File: config.mk
export PLATFORM = sky130hd
export DESIGN_NAME = msg_cmd_scheduler
export DESIGN_NICKNAME = d
export VERILOG_FILES = /design/src/rtl/msg_cmd_scheduler.sv
export SDC_FILE = /design/constraint.sdc
export NUM_CORES = 1
export LEC_CHECK = 0
export ABC_AREA = 0
export CELL_PAD_IN_SITES_DETAIL_PLACEMENT = 1
export CELL_PAD_IN_SITES_GLOBAL_PLACEMENT = 1
export CORE_MARGIN = 2
export CORE_UTILIZATION = 53
export DETAILED_ROUTE_END_ITERATION = 8
export PLACE_DENSITY = 0.91
export REMOVE_ABC_BUFFERS = 1
export SYNTH_ARGS = -nofsm -noshare
export SYNTH_HDL_FRONTEND = slang
export SYNTH_SLANG_ARGS = --single-unit
File: constraint.sdc
create_clock -name clk_50M -period 6.9 [get_ports clk_50M]
set_input_delay 0.69 -clock clk_50M [delete_from_list [all_inputs] [get_ports clk_50M]]
set_output_delay 0.69 -clock clk_50M [all_outputs]
set_load 0.02 [all_outputs]
File: src/rtl/msg_cmd_scheduler.sv
// Assembles '#'-terminated UART frames, decodes IFM fault / PBM pick messages and
// issues one command at a time over valid/ready, with pending faults ahead of queued picks.
module msg_cmd_scheduler #(
  parameter int MAX_LEN    = 12,
  parameter int PICK_DEPTH = 4,
  parameter int ERR_W      = 8
) (
  input  logic                          clk_50M,
  input  logic                          rst_n,
  input  logic [7:0]                    rx_msg,
  input  logic                          rx_complete,
  output logic                          cmd_valid,
  input  logic                          cmd_ready,
  output logic [1:0]                    cmd_type,
  output logic [1:0]                    cmd_unit,
  output logic [1:0]                    cmd_loc,
  output logic [2:0]                    fault_pending,
  output logic [$clog2(PICK_DEPTH):0]   pick_level,
  output logic [ERR_W-1:0]              frame_err_cnt,
  output logic [ERR_W-1:0]              pick_drop_cnt
);

  localparam int IDX_W = $clog2(MAX_LEN);
  localparam int LEN_W = $clog2(MAX_LEN + 1);
  localparam int PTR_W = $clog2(PICK_DEPTH);
  localparam int LVL_W = PTR_W + 1;
  // Only the longest valid frame (PBM, 11 bytes) needs its contents kept; longer
  // frames are rejected on length alone.
  localparam int STORE = 11;
  localparam logic [7:0] HASH = 8'h23;

  typedef enum logic [1:0] {COLLECT, DECODE, DISCARD} state_t;

  state_t             state_reg, state_next;
  logic [IDX_W-1:0]   index_reg, index_next;
  logic [LEN_W-1:0]   len_reg, len_next;
  logic               buf_we;
  logic [IDX_W-1:0]   buf_widx;
  logic               discard_entry;
  logic [7:0]         fb [STORE];

  always_ff @(posedge clk_50M or negedge rst_n) begin
    if (!rst_n) begin
      state_reg <= COLLECT;
      index_reg <= '0;
      len_reg   <= '0;
    end else begin
      state_reg <= state_next;
      index_reg <= index_next;
      len_reg   <= len_next;
    end
  end

  always_comb begin
    state_next    = state_reg;
    index_next    = index_reg;
    len_next      = len_reg;
    buf_we        = 1'b0;
    buf_widx      = index_reg;
    discard_entry = 1'b0;
    case (state_reg)
      COLLECT: begin
        if (rx_complete) begin
          buf_we = 1'b1;
          if (rx_msg == HASH) begin
            len_next   = LEN_W'(index_reg) + LEN_W'(1);
            index_next = '0;
            state_next = DECODE;
          end else if (index_reg == IDX_W'(MAX_LEN - 1)) begin
            index_next    = '0;
            state_next    = DISCARD;
            discard_entry = 1'b1;
          end else begin
            index_next = index_reg + IDX_W'(1);
          end
        end
      end
      DECODE: begin
        // A byte arriving here starts the next frame; a bare '#' decodes again.
        index_next = '0;
        buf_widx   = '0;
        state_next = COLLECT;
        if (rx_complete) begin
          buf_we = 1'b1;
          if (rx_msg == HASH) begin
            len_next   = LEN_W'(1);
            state_next = DECODE;
          end else begin
            index_next = IDX_W'(1);
          end
        end
      end
      DISCARD: begin
        index_next = '0;
        if (rx_complete && rx_msg == HASH) state_next = COLLECT;
      end
      default: begin
        index_next = '0;
        state_next = COLLECT;
      end
    endcase
  end

  genvar gi;
  generate
    for (gi = 0; gi < STORE; gi++) begin : gen_byte
      logic [7:0] byte_reg;
      always_ff @(posedge clk_50M or negedge rst_n) begin
        if (!rst_n)
          byte_reg <= '0;
        else if (buf_we && buf_widx == IDX_W'(gi))
          byte_reg <= rx_msg;
      end
      assign fb[gi] = byte_reg;
    end
  endgenerate

  logic       ifm_ok, pbm_ok;
  logic [2:0] unit_oh;

  always_comb begin
    unit_oh = 3'b000;
    case (fb[4])
      "E":     unit_oh = 3'b001;
      "C":     unit_oh = 3'b010;
      "R":     unit_oh = 3'b100;
      default: unit_oh = 3'b000;
    endcase
    ifm_ok = (len_reg == LEN_W'(8)) && ({fb[0], fb[1], fb[2], fb[3]} == "IFM-") &&
             ({fb[5], fb[6], fb[7]} == "U-#") && (unit_oh != 3'b000);
    pbm_ok = (len_reg == LEN_W'(11)) &&
             ({fb[0], fb[1], fb[2], fb[3], fb[4], fb[5], fb[6], fb[7]} == "PBM-SU-B") &&
             (fb[8] >= "1") && (fb[8] <= "4") && ({fb[9], fb[10]} == "-#");
  end

  logic [2:0] dec_fault_reg;
  logic       dec_pick_reg;
  logic [1:0] dec_loc_reg;
  logic       dec_err_reg;

  always_ff @(posedge clk_50M or negedge rst_n) begin
    if (!rst_n) begin
      dec_fault_reg <= '0;
      dec_pick_reg  <= 1'b0;
      dec_loc_reg   <= '0;
      dec_err_reg   <= 1'b0;
    end else if (state_reg == DECODE) begin
      dec_fault_reg <= ifm_ok ? unit_oh : 3'b000;
      dec_pick_reg  <= pbm_ok;
      dec_loc_reg   <= fb[8][1:0] - 2'd1;
      dec_err_reg   <= !(ifm_ok || pbm_ok);
    end else begin
      dec_fault_reg <= '0;
      dec_pick_reg  <= 1'b0;
      dec_err_reg   <= 1'b0;
    end
  end

  logic [1:0]       fifo_mem [PICK_DEPTH];
  logic [PTR_W-1:0] wr_ptr_reg, rd_ptr_reg;
  logic [LVL_W-1:0] level_reg;
  logic [2:0]       pending_reg;
  logic             valid_reg;
  logic [1:0]       type_reg, unit_reg, loc_reg;
  logic [ERR_W-1:0] err_reg, drop_reg;

  logic             pick_full, push, drop, load, pop;
  logic [2:0]       clr;
  logic             valid_next;
  logic [1:0]       type_next, unit_next, loc_next;
  logic [ERR_W:0]   err_sum, drop_sum;

  assign pick_full = (level_reg == LVL_W'(PICK_DEPTH));
  assign push      = dec_pick_reg && !pick_full;
  assign drop      = dec_pick_reg && pick_full;
  assign load      = !valid_reg || cmd_ready;

  always_comb begin
    clr        = 3'b000;
    pop        = 1'b0;
    valid_next = valid_reg;
    type_next  = type_reg;
    unit_next  = unit_reg;
    loc_next   = loc_reg;
    if (load) begin
      valid_next = 1'b0;
      type_next  = 2'd0;
      unit_next  = 2'd0;
      loc_next   = 2'd0;
      if (pending_reg[0]) begin
        clr = 3'b001; valid_next = 1'b1; type_next = 2'd1; unit_next = 2'd0;
      end else if (pending_reg[1]) begin
        clr = 3'b010; valid_next = 1'b1; type_next = 2'd1; unit_next = 2'd1;
      end else if (pending_reg[2]) begin
        clr = 3'b100; valid_next = 1'b1; type_next = 2'd1; unit_next = 2'd2;
      end else if (level_reg != '0) begin
        pop = 1'b1; valid_next = 1'b1; type_next = 2'd2; loc_next = fifo_mem[rd_ptr_reg];
      end
    end
    err_sum  = {1'b0, err_reg} + (ERR_W+1)'(dec_err_reg) + (ERR_W+1)'(discard_entry);
    drop_sum = {1'b0, drop_reg} + (ERR_W+1)'(drop);
  end

  always_ff @(posedge clk_50M) begin
    if (push) fifo_mem[wr_ptr_reg] <= dec_loc_reg;
  end

  always_ff @(posedge clk_50M or negedge rst_n) begin
    if (!rst_n) begin
      wr_ptr_reg  <= '0;
      rd_ptr_reg  <= '0;
      level_reg   <= '0;
      pending_reg <= '0;
      valid_reg   <= 1'b0;
      type_reg    <= '0;
      unit_reg    <= '0;
      loc_reg     <= '0;
      err_reg     <= '0;
      drop_reg    <= '0;
    end else begin
      if (push) wr_ptr_reg <= wr_ptr_reg + PTR_W'(1);
      if (pop)  rd_ptr_reg <= rd_ptr_reg + PTR_W'(1);
      level_reg   <= level_reg + LVL_W'(push) - LVL_W'(pop);
      // A fault decoded in the same cycle it is issued stays pending.
      pending_reg <= (pending_reg & ~clr) | dec_fault_reg;
      valid_reg   <= valid_next;
      type_reg    <= type_next;
      unit_reg    <= unit_next;
      loc_reg     <= loc_next;
      err_reg     <= err_sum[ERR_W]  ? '1 : err_sum[ERR_W-1:0];
      drop_reg    <= drop_sum[ERR_W] ? '1 : drop_sum[ERR_W-1:0];
    end
  end

  assign cmd_valid     = valid_reg;
  assign cmd_type      = type_reg;
  assign cmd_unit      = unit_reg;
  assign cmd_loc       = loc_reg;
  assign fault_pending = pending_reg;
  assign pick_level    = level_reg;
  assign frame_err_cnt = err_reg;
  assign pick_drop_cnt = drop_reg;

endmodule

Word level (Yosys, flattened, before mapping)
Memories as Yosys holds them, arrays and structs flattened.
Cells that the tools add are included.

cells by class
  mux-type cells = 57
  bitwise logic cells = 3
  equality and inequality tests = 30
  magnitude comparators = 2
  reduce and logical (&&, ||, !) cells = 34
  add/sub/neg operators = 9

operators with widths
  kind                  number
  $eq 64x63->1 const B  1
  $eq 32x31->1 const B  1
  $mux 4                8
  $mux 2                15
  $eq 24x23->1 const B  1
  $eq 4x4->1 const B    6
  $eq 8x7->1 const B    3
  $mux 1                22
  $logic_and 1x1->1     21
  $add 8x1->9           2
  $mux 3                6
  $eq 16x14->1 const B  1
  $eq 4x3->1 const B    4
  $mux 8                2
  $pmux 4 s2            2
  $ne 2x2->1 const B    5
  $add 9x1->9           1
  $pmux 3 s3            1
  $eq 4x2->1 const B    2
  $eq 8x6->1 const B    1
  $ge 8x6->1 const B    1
  $le 8x6->1 const B    1
  $pmux 2 s3            1
  $reduce_bool 3->1     2
  21 further kinds      25

storage, ports and cells
  output and inout port bits = 29
  memory bits (writable) = 8
  bits in registers = 138
  memories kept = 1

memory list
  name      words  width  read ports  clocked after Yosys merged registers in  write ports  line  source
  fifo_mem  4      2      1           0                                        1            159   logic [1:0] fifo_mem [PICK_DEPTH];

Longest topological paths before layout
Gate-level depths: netlist of run 1.

  word-level depth = 8
  mapped depth = 10

Worst setup path after synthesis of run 1
OpenSTA, ideal clock, no wires.

  path kind = input to register
  start = input rx_msg[4]
  end = register err_reg[2], in the netlist frame_err_cnt[2]
  path slack = 4225 ps
  stages = 8
  arrival time = 2542 ps
  required time = 6767 ps
  cells stage by stage = nor4b_1 > nand4_1 > and3_1 > fa_1 > and4_1 > and3_1 > nand3_1 > o21ai_0

between the ends
  cells in the longest elaborated chain, start to end = 6

RTL lines
  what                  line  source
  from (decl)           10    input logic [7:0] rx_msg,
  $eq 8x6->1            65    if (rx_msg == HASH) begin
  $mux 1                65
  $mux 1                63    if (rx_complete) begin
  $mux 1                61    case (state_reg)
  $add 9x1->9           200   err_sum = {1'b0, err_reg} + (ERR_W+1)'(dec_err_reg) + (ERR_W+1)'(discard_entry);
  $mux 8                230   err_reg <= err_sum[ERR_W] ? '1 : err_sum[ERR_W-1:0];
  to (signal assigned)  230
  to (decl)             165   logic [ERR_W-1:0] err_reg, drop_reg;

No other way between the ends.
A chain may end at the register's enable or synchronous reset.

Worst setup path after layout of run 1
  start = input rx_msg[7]
  end = register err_reg[2], in the netlist frame_err_cnt[2]

The elaborated chain is that of the path after synthesis.

==> metrics.md, run 1 <==
| Metric | Value |
|---|---|
| Met2 global-route usage | `46.6%` |
| CTS Buf Count | `17` |
| GR Util met3 | `6.88%` |
| Clock latency on the worst-skew pair | `0.42 ns` |
| Setup-failing EPs final | `0` |
| CP Max Fanout | `12` |
| Worst vdd ir | `224 uV` |
| Syn. warnings | `0` |
| Total GRT Usage | `25.9%` |
| Worst-case clock buffer depth | `2` |
| Synth area leader | `dfrtp_1` |
| Post-CTS Resized | `0` |
| Sum Neg Setup Slack | `0 ns` |
| I/O Buffers | `40` |
| Top cell type's share of synthesized area | `53.5%` |
| Die area | `13100 um^2` |
| Most frequent cell after synthesis | `dfrtp_1` |
| Avg Inst Size Synth | `13.5 um^2` |
| Post-DRT Antenna Nets | `0` |
| Cell Area, Synth | `6450 um^2` |
| Fin. Hold Viols | `0` |
| EDFF count, synth | `8` |
| Max FFs per register | `88` |
| Placed Cells | `653` |
| First-pass GRT wire length | `25000 um` |
| Synth Flop Type | `dfrtp_1` |
| Final worst path period need | `3.63 ns` |
| I/O pin count | `41` |
| Core area | `12000 um^2` |
| Element type at the critical path start | `primary input` |
| Worst Setup End Kind | `flip-flop` |
| Synthesized flop and latch total | `146` |
| Cells after Synth | `479` |
| Die span in y | `114 um` |
| Post-Layout Cell Count | `685` |
| Area occupied by multi-input gates | `2620 um^2` |
| Clock sinks | `146` |
| DR vias | `4083` |
| Synth cell count leaders | `dfrtp_1, mux2_1, mux2_2` |
| CTS tree | `yes` |
| Critical path class | `primary input to flip-flop` |
| Pwr Density | `393 nW/um^2` |
| Required time of the critical path | `7.19 ns` |
| Outcome | `completed` |
| FP Rows | `40` |
| Largest net degree at the start of global routing | `87` |
| Worst r2r src | `index_reg[0]` |
| Layout cells sized above 1 | `19.1%` |
| Synth-to-layout area growth | `17.0%` |
| Number of global-route vias before repair | `4637` |
| RSZ-0062 raised after global routing | `false` |
| Peak Freq | `0.275 GHz` |
| Gr busiest metal | `met2` |
| Final Max Tran Viols | `0` |
| Static Leakage | `3.36 nW` |
| Clock transition at path regs | `0.06 ns` |
| Ranking of synthesized cells by area | `dfrtp_1, mux2_1, mux2_2` |
| DR vias/cell | `5.96` |
| Diodes inserted | `0` |
| Post-CTS Setup Bufs | `0` |
| Layout Nets | `551` |
| FFs w/ async S/R, synth | `94.5%` |
| Initial antenna violation count | `0` |
| Netlist cell types | `62` |
| Worst min path class | `primary input to asynchronous set/reset pin` |
| H-tree depth | `4` |
| FF-to-FF End | `frame_err_cnt[2]` |
| DR WL/cell | `22.3 um` |
| Register-to-register setup slack | `4.22 ns` |
| Routing usage on met1 | `29.6%` |
| Root Buffer | `clkbuf_16` |
| Die Span X | `114 um` |
| Hold_buf cts | `0` |
| Register area | `3690 um^2` |
| Pwr Total | `2.96 mW` |
| Finished layout cell area | `7550 um^2` |
| Remaining Overflow, GRT | `0` |
| Worst Reg2Reg Path Length in Cells | `8` |
| Skew final | `0.00840 ns` |
| Final GP Congestion | `0.814` |
| Detailed Route Iter0 Violations | `252` |
| DP Area | `6970 um^2` |
| CP Data Arrival Time | `3.92 ns` |
| Worst-Margin Slew | `1.05 ns` |
| Rel. slew slack | `30.3%` |
| Initial DRT Pass Iterations | `4` |
| Initial core utilization | `53.9%` |
| Critical path origin | `rx_msg[7]` |
| Final worst-path cycle share | `52.6%` |
| Max-cap violations | `0` |
| Dpl hpwl | `9750 um` |
| # DRC | `0` |
| Register area share after synthesis | `57.3%` |
| Fill count | `1161` |
| Final WL | `15300 um` |
## routing by layer
metal	vias up	wire, um
li1	1831	-
met1	2140	6220
met2	87	8260
met3	25	493
met4	0	308
met5	-	0
## area by class of cell
type | instances | area share, %
timing repair buffer | 41 | 5.42
multi-input combinational | 302 | 34.8
sequential | 146 | 48.9
clock buffer | 23 | 6.20
clock inverter | 9 | 1.38
tap | 147 | 2.44
inverter | 17 | 0.846
## through the flow
| step | utilization [%] | hold slack, ns | setup WS, ns |
|---|---|---|---|
| 6_report | 63.1 | 0.217 | 3.27 |
| 5_1_grt | 63.1 | 0.234 | 3.03 |
| 4_1_cts | 63.1 | 0.216 | 3.36 |
| 3_5_place_dp | 58.3 | 0.420 | 2.93 |
| 3_3_place_gp | 58.3 | 0.412 | 3.12 |
| 2_1_floorplan | - | 0.394 | 4.23 |
## layout by cell type, fill, tap and decap left out, types with 9 or more instances in the layout
cell / count
dfrtp_1: 138
o21ai_0: 13
mux2_2: 45
nor4bb_1: 9
nand2_1: 16
a21oi_1: 9
mux2_1: 47
nor2_1: 19
ha_1: 12
clkbuf_16: 17
clkdlybuf4s50_1: 39
nand4_1: 11
inv_1: 17
## worst max-delay path: stages
cell	delay (ns)
clkdlybuf4s50_1	0.70
nor4b_1	0.56
nand4_1	0.35
and3_1	0.32
fa_1	0.44
and4_1	0.28
and3_1	0.24
nand3_1	0.20
o21ai_0	0.14
## power breakdown
part / total, mW / internal [mW] / switching, mW
sequential: 1.38 / 1.14 / 0.237
combinational: 0.693 / 0.371 / 0.321
clock: 0.895 / 0.550 / 0.344
total: 2.96 / 2.06 / 0.902
## logic make-up (layout without fill, tap and decap cells)
group / Yosys count / after routing / share of synthesized area [%]
AO/OA/AOI/OAI: 39 / 39 / 3.67
XOR/XNOR: 10 / 10 / 1.36
adder cells (fa/ha/maj): 14 / 14 / 2.95
buffers and inverters: 31 / 90 / 2.06
flip-flops: 146 / 146 / 57.3
multiplexers: 95 / 95 / 16.9
AND/OR/NAND/NOR: 144 / 144 / 15.8
## worst max path at each step
stage          slack, ns          endpoint  cells past startpoint
2_1_floorplan       4.23  frame_err_cnt[2]                      8
3_5_place_dp        2.93  frame_err_cnt[5]                      9
3_3_place_gp        3.12  frame_err_cnt[2]                      9
4_1_cts             3.36  frame_err_cnt[2]                      9
5_1_grt             3.03  frame_err_cnt[5]                      9
6_report            3.27  frame_err_cnt[2]                      9
Note: power is estimated with default switching activity, not from simulation.
==> inputs of run 2 (changes only) <==
Settings changed: CORE_UTILIZATION 53 to 44, PLACE_DENSITY 0.91 to 0.81.
Clock period 6.9 ns to 3.15 ns, I/O delays scaled along.
==> run 2 against run 1 <==
Against the previous run:
- the run now ends with negative hold slack left
- largest power group unchanged
- critical endpoint unchanged
- via count fell by 1.5%
- sequential share of layout area fell by 1.0 points
- clock power rose by 130%
- combinational power rose by 120%
==> metrics.md, run 2 (synthesis results as in run 1) <==
| Metric | Value |
|---|---|
| Placed Cells | `700` |
| Worst min path class | `primary input to asynchronous set/reset pin` |
| RSZ-0062 raised after global routing | `false` |
| Post-Layout Cell Count | `732` |
| Worst-case clock buffer depth | `2` |
| Worst vdd ir | `521 uV` |
| Worst-Margin Slew | `0.866 ns` |
| Fin. Hold Viols | `7` |
| Initial DRT Pass Iterations | `4` |
| Dpl hpwl | `9940 um` |
| Element type at the critical path start | `primary input` |
| Worst Hold Margin | `-0.0268 ns` |
| CTS tree | `yes` |
| CTS Buf Count | `17` |
| Buffers & Inverters on Critical Path | `1` |
| Required time of the critical path | `3.42 ns` |
| Post-CTS Resized | `0` |
| Critical Path Max Stage Delay | `0.43 ns` |
| Final worst-path cycle share | `86.3%` |
| Root Buffer | `clkbuf_16` |
| Worst Reg2Reg Path Length in Cells | `8` |
| FF-to-FF End | `frame_err_cnt[2]` |
| DR WL/cell | `20.2 um` |
| Max-cap violations | `0` |
| Skew final | `0.00859 ns` |
| Core area | `14400 um^2` |
| Pwr Density | `848 nW/um^2` |
| CP most frequent cell | `and3_1` |
| Final GP Congestion | `0.792` |
| Post-Place Setup Slack | `-0.0287 ns` |
| Peak Freq | `0.368 GHz` |
| Die Span X | `125 um` |
| End-of-flow core utilization | `53.4%` |
| FP Rows | `44` |
| Rel. slew slack | `42.3%` |
| Outcome | `complete, but fails checks` |
| Diodes inserted | `0` |
| Max FFs per register | `88` |
| Static Leakage | `3.43 nW` |
| Fill count | `1432` |
| Most frequent cells in the layout | `dfrtp_1, mux2_1, mux2_2, clkdlybuf4s50_1` |
| Initial core utilization | `44.7%` |
| Failing checks | `negative hold slack` |
| DR vias/cell | `5.49` |
| CP Data Arrival Time | `2.99 ns` |
| Detailed Route Iter0 Violations | `126` |
| Final worst path period need | `2.72 ns` |
| Clock latency on the worst-skew pair | `0.43 ns` |
| Total GRT Usage | `20.3%` |
| Final WL | `14800 um` |
| Final Max Tran Viols | `0` |
| Critical path class | `primary input to flip-flop` |
| CP Max Fanout | `6` |
| Min setup slack post-route | `0.430 ns` |
| Register area | `3690 um^2` |
| Synth-to-layout area growth | `19.5%` |
| Setup-failing EPs final | `0` |
| Slowest-stage cell, CP | `fa_1` |
| Number of global-route vias before repair | `4614` |
| First-pass GRT wire length | `24500 um` |
| I/O Buffers | `40` |
| Clock transition at path regs | `0.06 ns` |
| Worst r2r src | `index_reg[0]` |
| Post-DRT Antenna Nets | `0` |
| Hold_buf cts | `0` |
| Most common cell after layout, fill and taps aside | `dfrtp_1` |
| Largest net degree at the start of global routing | `96` |
| Critical path's top delay family | `simple AND/OR/NAND/NOR gates` |
| Worst Setup End Kind | `flip-flop` |
| Die area | `15600 um^2` |
| Clock sinks | `146` |
| Crit path cell chain | `clkdlybuf4s50_1 -> nor4b_1 -> nand4_1 -> and3_1 -> fa_1 -> and4_1 -> and3_1 -> nand3_1 -> o21ai_0` |
| DR vias | `4022` |
| Die span in y | `125 um` |
| Initial antenna violation count | `0` |
| # DRC | `0` |
| I/O pin count | `41` |
| Layout cells sized above 1 | `21.2%` |
| Remaining Overflow, GRT | `0` |
| Layout Nets | `561` |
| Register-to-register setup slack | `0.46 ns` |
| Area occupied by multi-input gates | `2620 um^2` |
| H-tree depth | `4` |
| Post-CTS Setup Bufs | `0` |
-- run 2: changes by cell type in the layout (fill, tap and decap cells not counted), moves of 2 or more --
| cell | previous run | this run |
|---|---|---|
| buf_4 | 1 | 10 |
| clkbuf_1 | 4 | 1 |
| clkinv_2 | 4 | 9 |
| clkbuf_16 | 17 | 19 |
-- run 2: worst max-delay path by stage --
stage / from / endpoint / slack (ns) / cells after the start
after floorplan: cmd_valid / pick_level[2] / 0.70 / 9
after global placement: rx_msg[4] / frame_err_cnt[3] / 0.29 / 9
after detailed placement: rx_msg[4] / frame_err_cnt[2] / -0.03 / 9
after CTS: rx_msg[4] / frame_err_cnt[2] / 0.43 / 9
after global routing: index_reg[0] / frame_err_cnt[2] / 0.30 / 8
final: rx_msg[4] / frame_err_cnt[2] / 0.43 / 9
-- run 2: area by class of cell --
type	instances	share of cell area, %
Timing Repair Buffer	51	6.45
Tap cell	184	2.99
Multi-Input combinational cell	302	34.0
Clock buffer	21	6.40
Sequential cell	146	47.9
Clock inverter	11	1.36
Inverter	17	0.828
-- run 2: stage by stage --
stage	area [um^2]	TNS, ns	power, mW
floorplan	6380	0	3.93
global placement	7110	0	4.34
detailed placement	7110	-0.0287	4.51
CTS	7710	0	6.61
global route	7710	0	6.89
finish	7710	0	6.53
-- run 2: where the power goes --
group          switching, mW  internal [mW]  leakage [nW]
registers              0.486           2.50          1.86
logic                  0.684          0.823          1.27
clock network          0.776           1.27         0.306
total                   1.95           4.59          3.43
-- run 2: metal layers --
layer / routed length, um / GRT usage, % / vias up
li1: - / - / 1842
met1: 6190 / 23.6 / 2105
met2: 7970 / 37.0 / 59
met3: 430 / 5.39 / 16
met4: 212 / 5.82 / 0
met5: 0 / 0 / -
==> inputs of run 3 (changes only) <==
Settings changed: CORE_UTILIZATION 44 to 35, PLACE_DENSITY 0.81 to 0.68.
==> run 3 against run 2 <==
Against the previous run:
- the flow now finishes without violations
- final cell count rose by 6.6%
- first-iteration DRC count up 25%
- flip-flop and latch count unchanged
- highest routed layer unchanged
- critical endpoint unchanged
- sequential share of layout area shrank 0.68 points
- via count grew 0.50%
- total power grew 0.61%
- worst hold slack better by 0.45 ns
- clock power is 4% higher
==> metrics.md, run 3 (synthesis results as in run 1) <==
| Metric | Value |
|---|---|
| Outcome | `completed` |
| Synth-to-layout area growth | `21.2%` |
| Die area | `19500 um^2` |
| Die Span X | `140 um` |
| DR WL/cell | `18.1 um` |
| Worst vdd ir | `451 uV` |
| Element type at the critical path start | `flip-flop` |
| Worst min path class | `flip-flop to flip-flop` |
| Min setup slack post-route | `0.566 ns` |
| Largest net degree at the start of global routing | `85` |
| DR vias | `4042` |
| Clock latency on the worst-skew pair | `0.42 ns` |
| Worst-Margin Slew | `0.798 ns` |
| Max FFs per register | `88` |
| First-pass GRT wire length | `23500 um` |
| Hold Crit Depth | `1` |
| Worst Hold Margin | `0.427 ns` |
| Core area | `18000 um^2` |
| Critical path origin | `index_reg[0]` |
| CP Data Arrival Time | `2.87 ns` |
| CP Max Fanout | `8` |
| # DRC | `0` |
| Number of global-route vias before repair | `4342` |
| RSZ-0062 raised after global routing | `false` |
| Rel. slew slack | `46.8%` |
| Final GP Congestion | `0.756` |
| Remaining Overflow, GRT | `0` |
| DP Area | `7180 um^2` |
| Skew final | `0.00753 ns` |
| Worst r2r src | `index_reg[0]` |
| I/O pin count | `41` |
| Final worst-path cycle share | `82.0%` |
| CTS tree | `yes` |
| Sum Neg Setup Slack | `0 ns` |
| Placed Cells | `747` |
| Static Leakage | `3.44 nW` |
| Clock transition at path regs | `0.06 ns` |
| FF-to-FF End | `frame_err_cnt[2]` |
| Pwr Density | `841 nW/um^2` |
| Total GRT Usage | `15.4%` |
| Initial DRT Pass Iterations | `4` |
| Most common cell after layout, fill and taps aside | `dfrtp_1` |
| Required time of the critical path | `3.44 ns` |
| End-of-flow core utilization | `43.4%` |
| Layout cells sized above 1 | `21.1%` |
| Layout Nets | `564` |
| Register-to-register setup slack | `0.57 ns` |
| CTS Buf Count | `17` |
| Worst-case clock buffer depth | `2` |
| Worst Setup End Kind | `flip-flop` |
| Initial antenna violation count | `0` |
| Worst Reg2Reg Path Length in Cells | `8` |
| Finished layout cell area | `7820 um^2` |
| Final WL | `14100 um` |
| Max-cap violations | `0` |
| Crit path to | `frame_err_cnt[2]` |
| Post-Layout Cell Count | `780` |
| Root Buffer | `clkbuf_16` |
| Peak Freq | `0.387 GHz` |
| Post-DRT Antenna Nets | `0` |
| Final worst path period need | `2.58 ns` |
| Critical path class | `flip-flop to flip-flop` |
| Clock sinks | `146` |
| Detailed Route Iter0 Violations | `158` |
| Fin. Hold Viols | `0` |
| Most frequent cells in the layout | `dfrtp_1, mux2_1, mux2_2, clkdlybuf4s50_1, nor2_1` |
| Post-Place Setup Slack | `0.151 ns` |
| DR vias/cell | `5.18` |
| Pwr Total | `6.57 mW` |
| FP Rows | `49` |
| Initial core utilization | `35.8%` |
| Final Max Tran Viols | `0` |
| H-tree depth | `4` |
| Die span in y | `140 um` |
| Post-CTS Setup Bufs | `0` |
| I/O Buffers | `40` |
| Setup-failing EPs final | `0` |
| Post-CTS Resized | `0` |
| Diodes inserted | `0` |
| Dpl hpwl | `9770 um` |
## run 3: changes by cell type in the layout (fill, tap and decap cells not counted), sizes merged
cell,before,now
buf,12,14
clkinv,9,0
bufinv,2,3
clkinvlp,0,3
dlygate4sd3,0,1
clkbuf,21,25
inv,17,18
## run 3: where the power goes
part           switching [mW]  total (mW)  internal [mW]  leakage [nW]
Combinational           0.658        1.49          0.830          1.29
Sequential              0.457        2.95           2.50          1.86
Clock                   0.775        2.13           1.36         0.296
## run 3: layer usage
metal	routed length [um]	vias up	track usage (%)	part of all wire (%)
met3	450	14	3.82	3.2
met4	139	0	4.47	0.99
met5	0	-	0	0
met1	6350	2119	19.7	45
met2	7140	60	26.0	51
li1	-	1849	-	-
## run 3: timing repair
item                                    CTS  global route
endpoints found under the hold margin    83             0
hold buffers                              1             0
endpoints found under the setup margin    0             0
## run 3: area by class of cell
class	instances	area (um^2)
Clock inverter	7	121
Inverter	17	63.8
Timing Repair Buffer	54	522
Sequential cell	146	3690
Clock buffer	25	505
Tap cell	229	287
Fill cell	1866	10200
Multi-Input combinational cell	302	2620
## run 3: worst max-delay path, cell delays in order, from the launching register on
cell and delay, ns:
dfrtp_1 0.47, ha_1 0.31, and3b_1 0.24, and3_1 0.19
fa_1 0.43, and4_1 0.27, and3_1 0.24, nand3_1 0.19
o21ai_0 0.12
## run 3: worst min path at each step
| stage | from | end | slack [ns] |
|---|---|---|---|
| after floorplan | rst_n | cmd_loc[0] | 0.02 |
| after global placement | rst_n | pick_drop_cnt[7] | 0.41 |
| after detailed placement | rst_n | pick_drop_cnt[6] | 0.42 |
| after CTS | dec_fault_reg[0] | fault_pending[0] | 0.43 |
| after global routing | dec_fault_reg[0] | fault_pending[0] | 0.45 |
| final | dec_fault_reg[0] | fault_pending[0] | 0.43 |
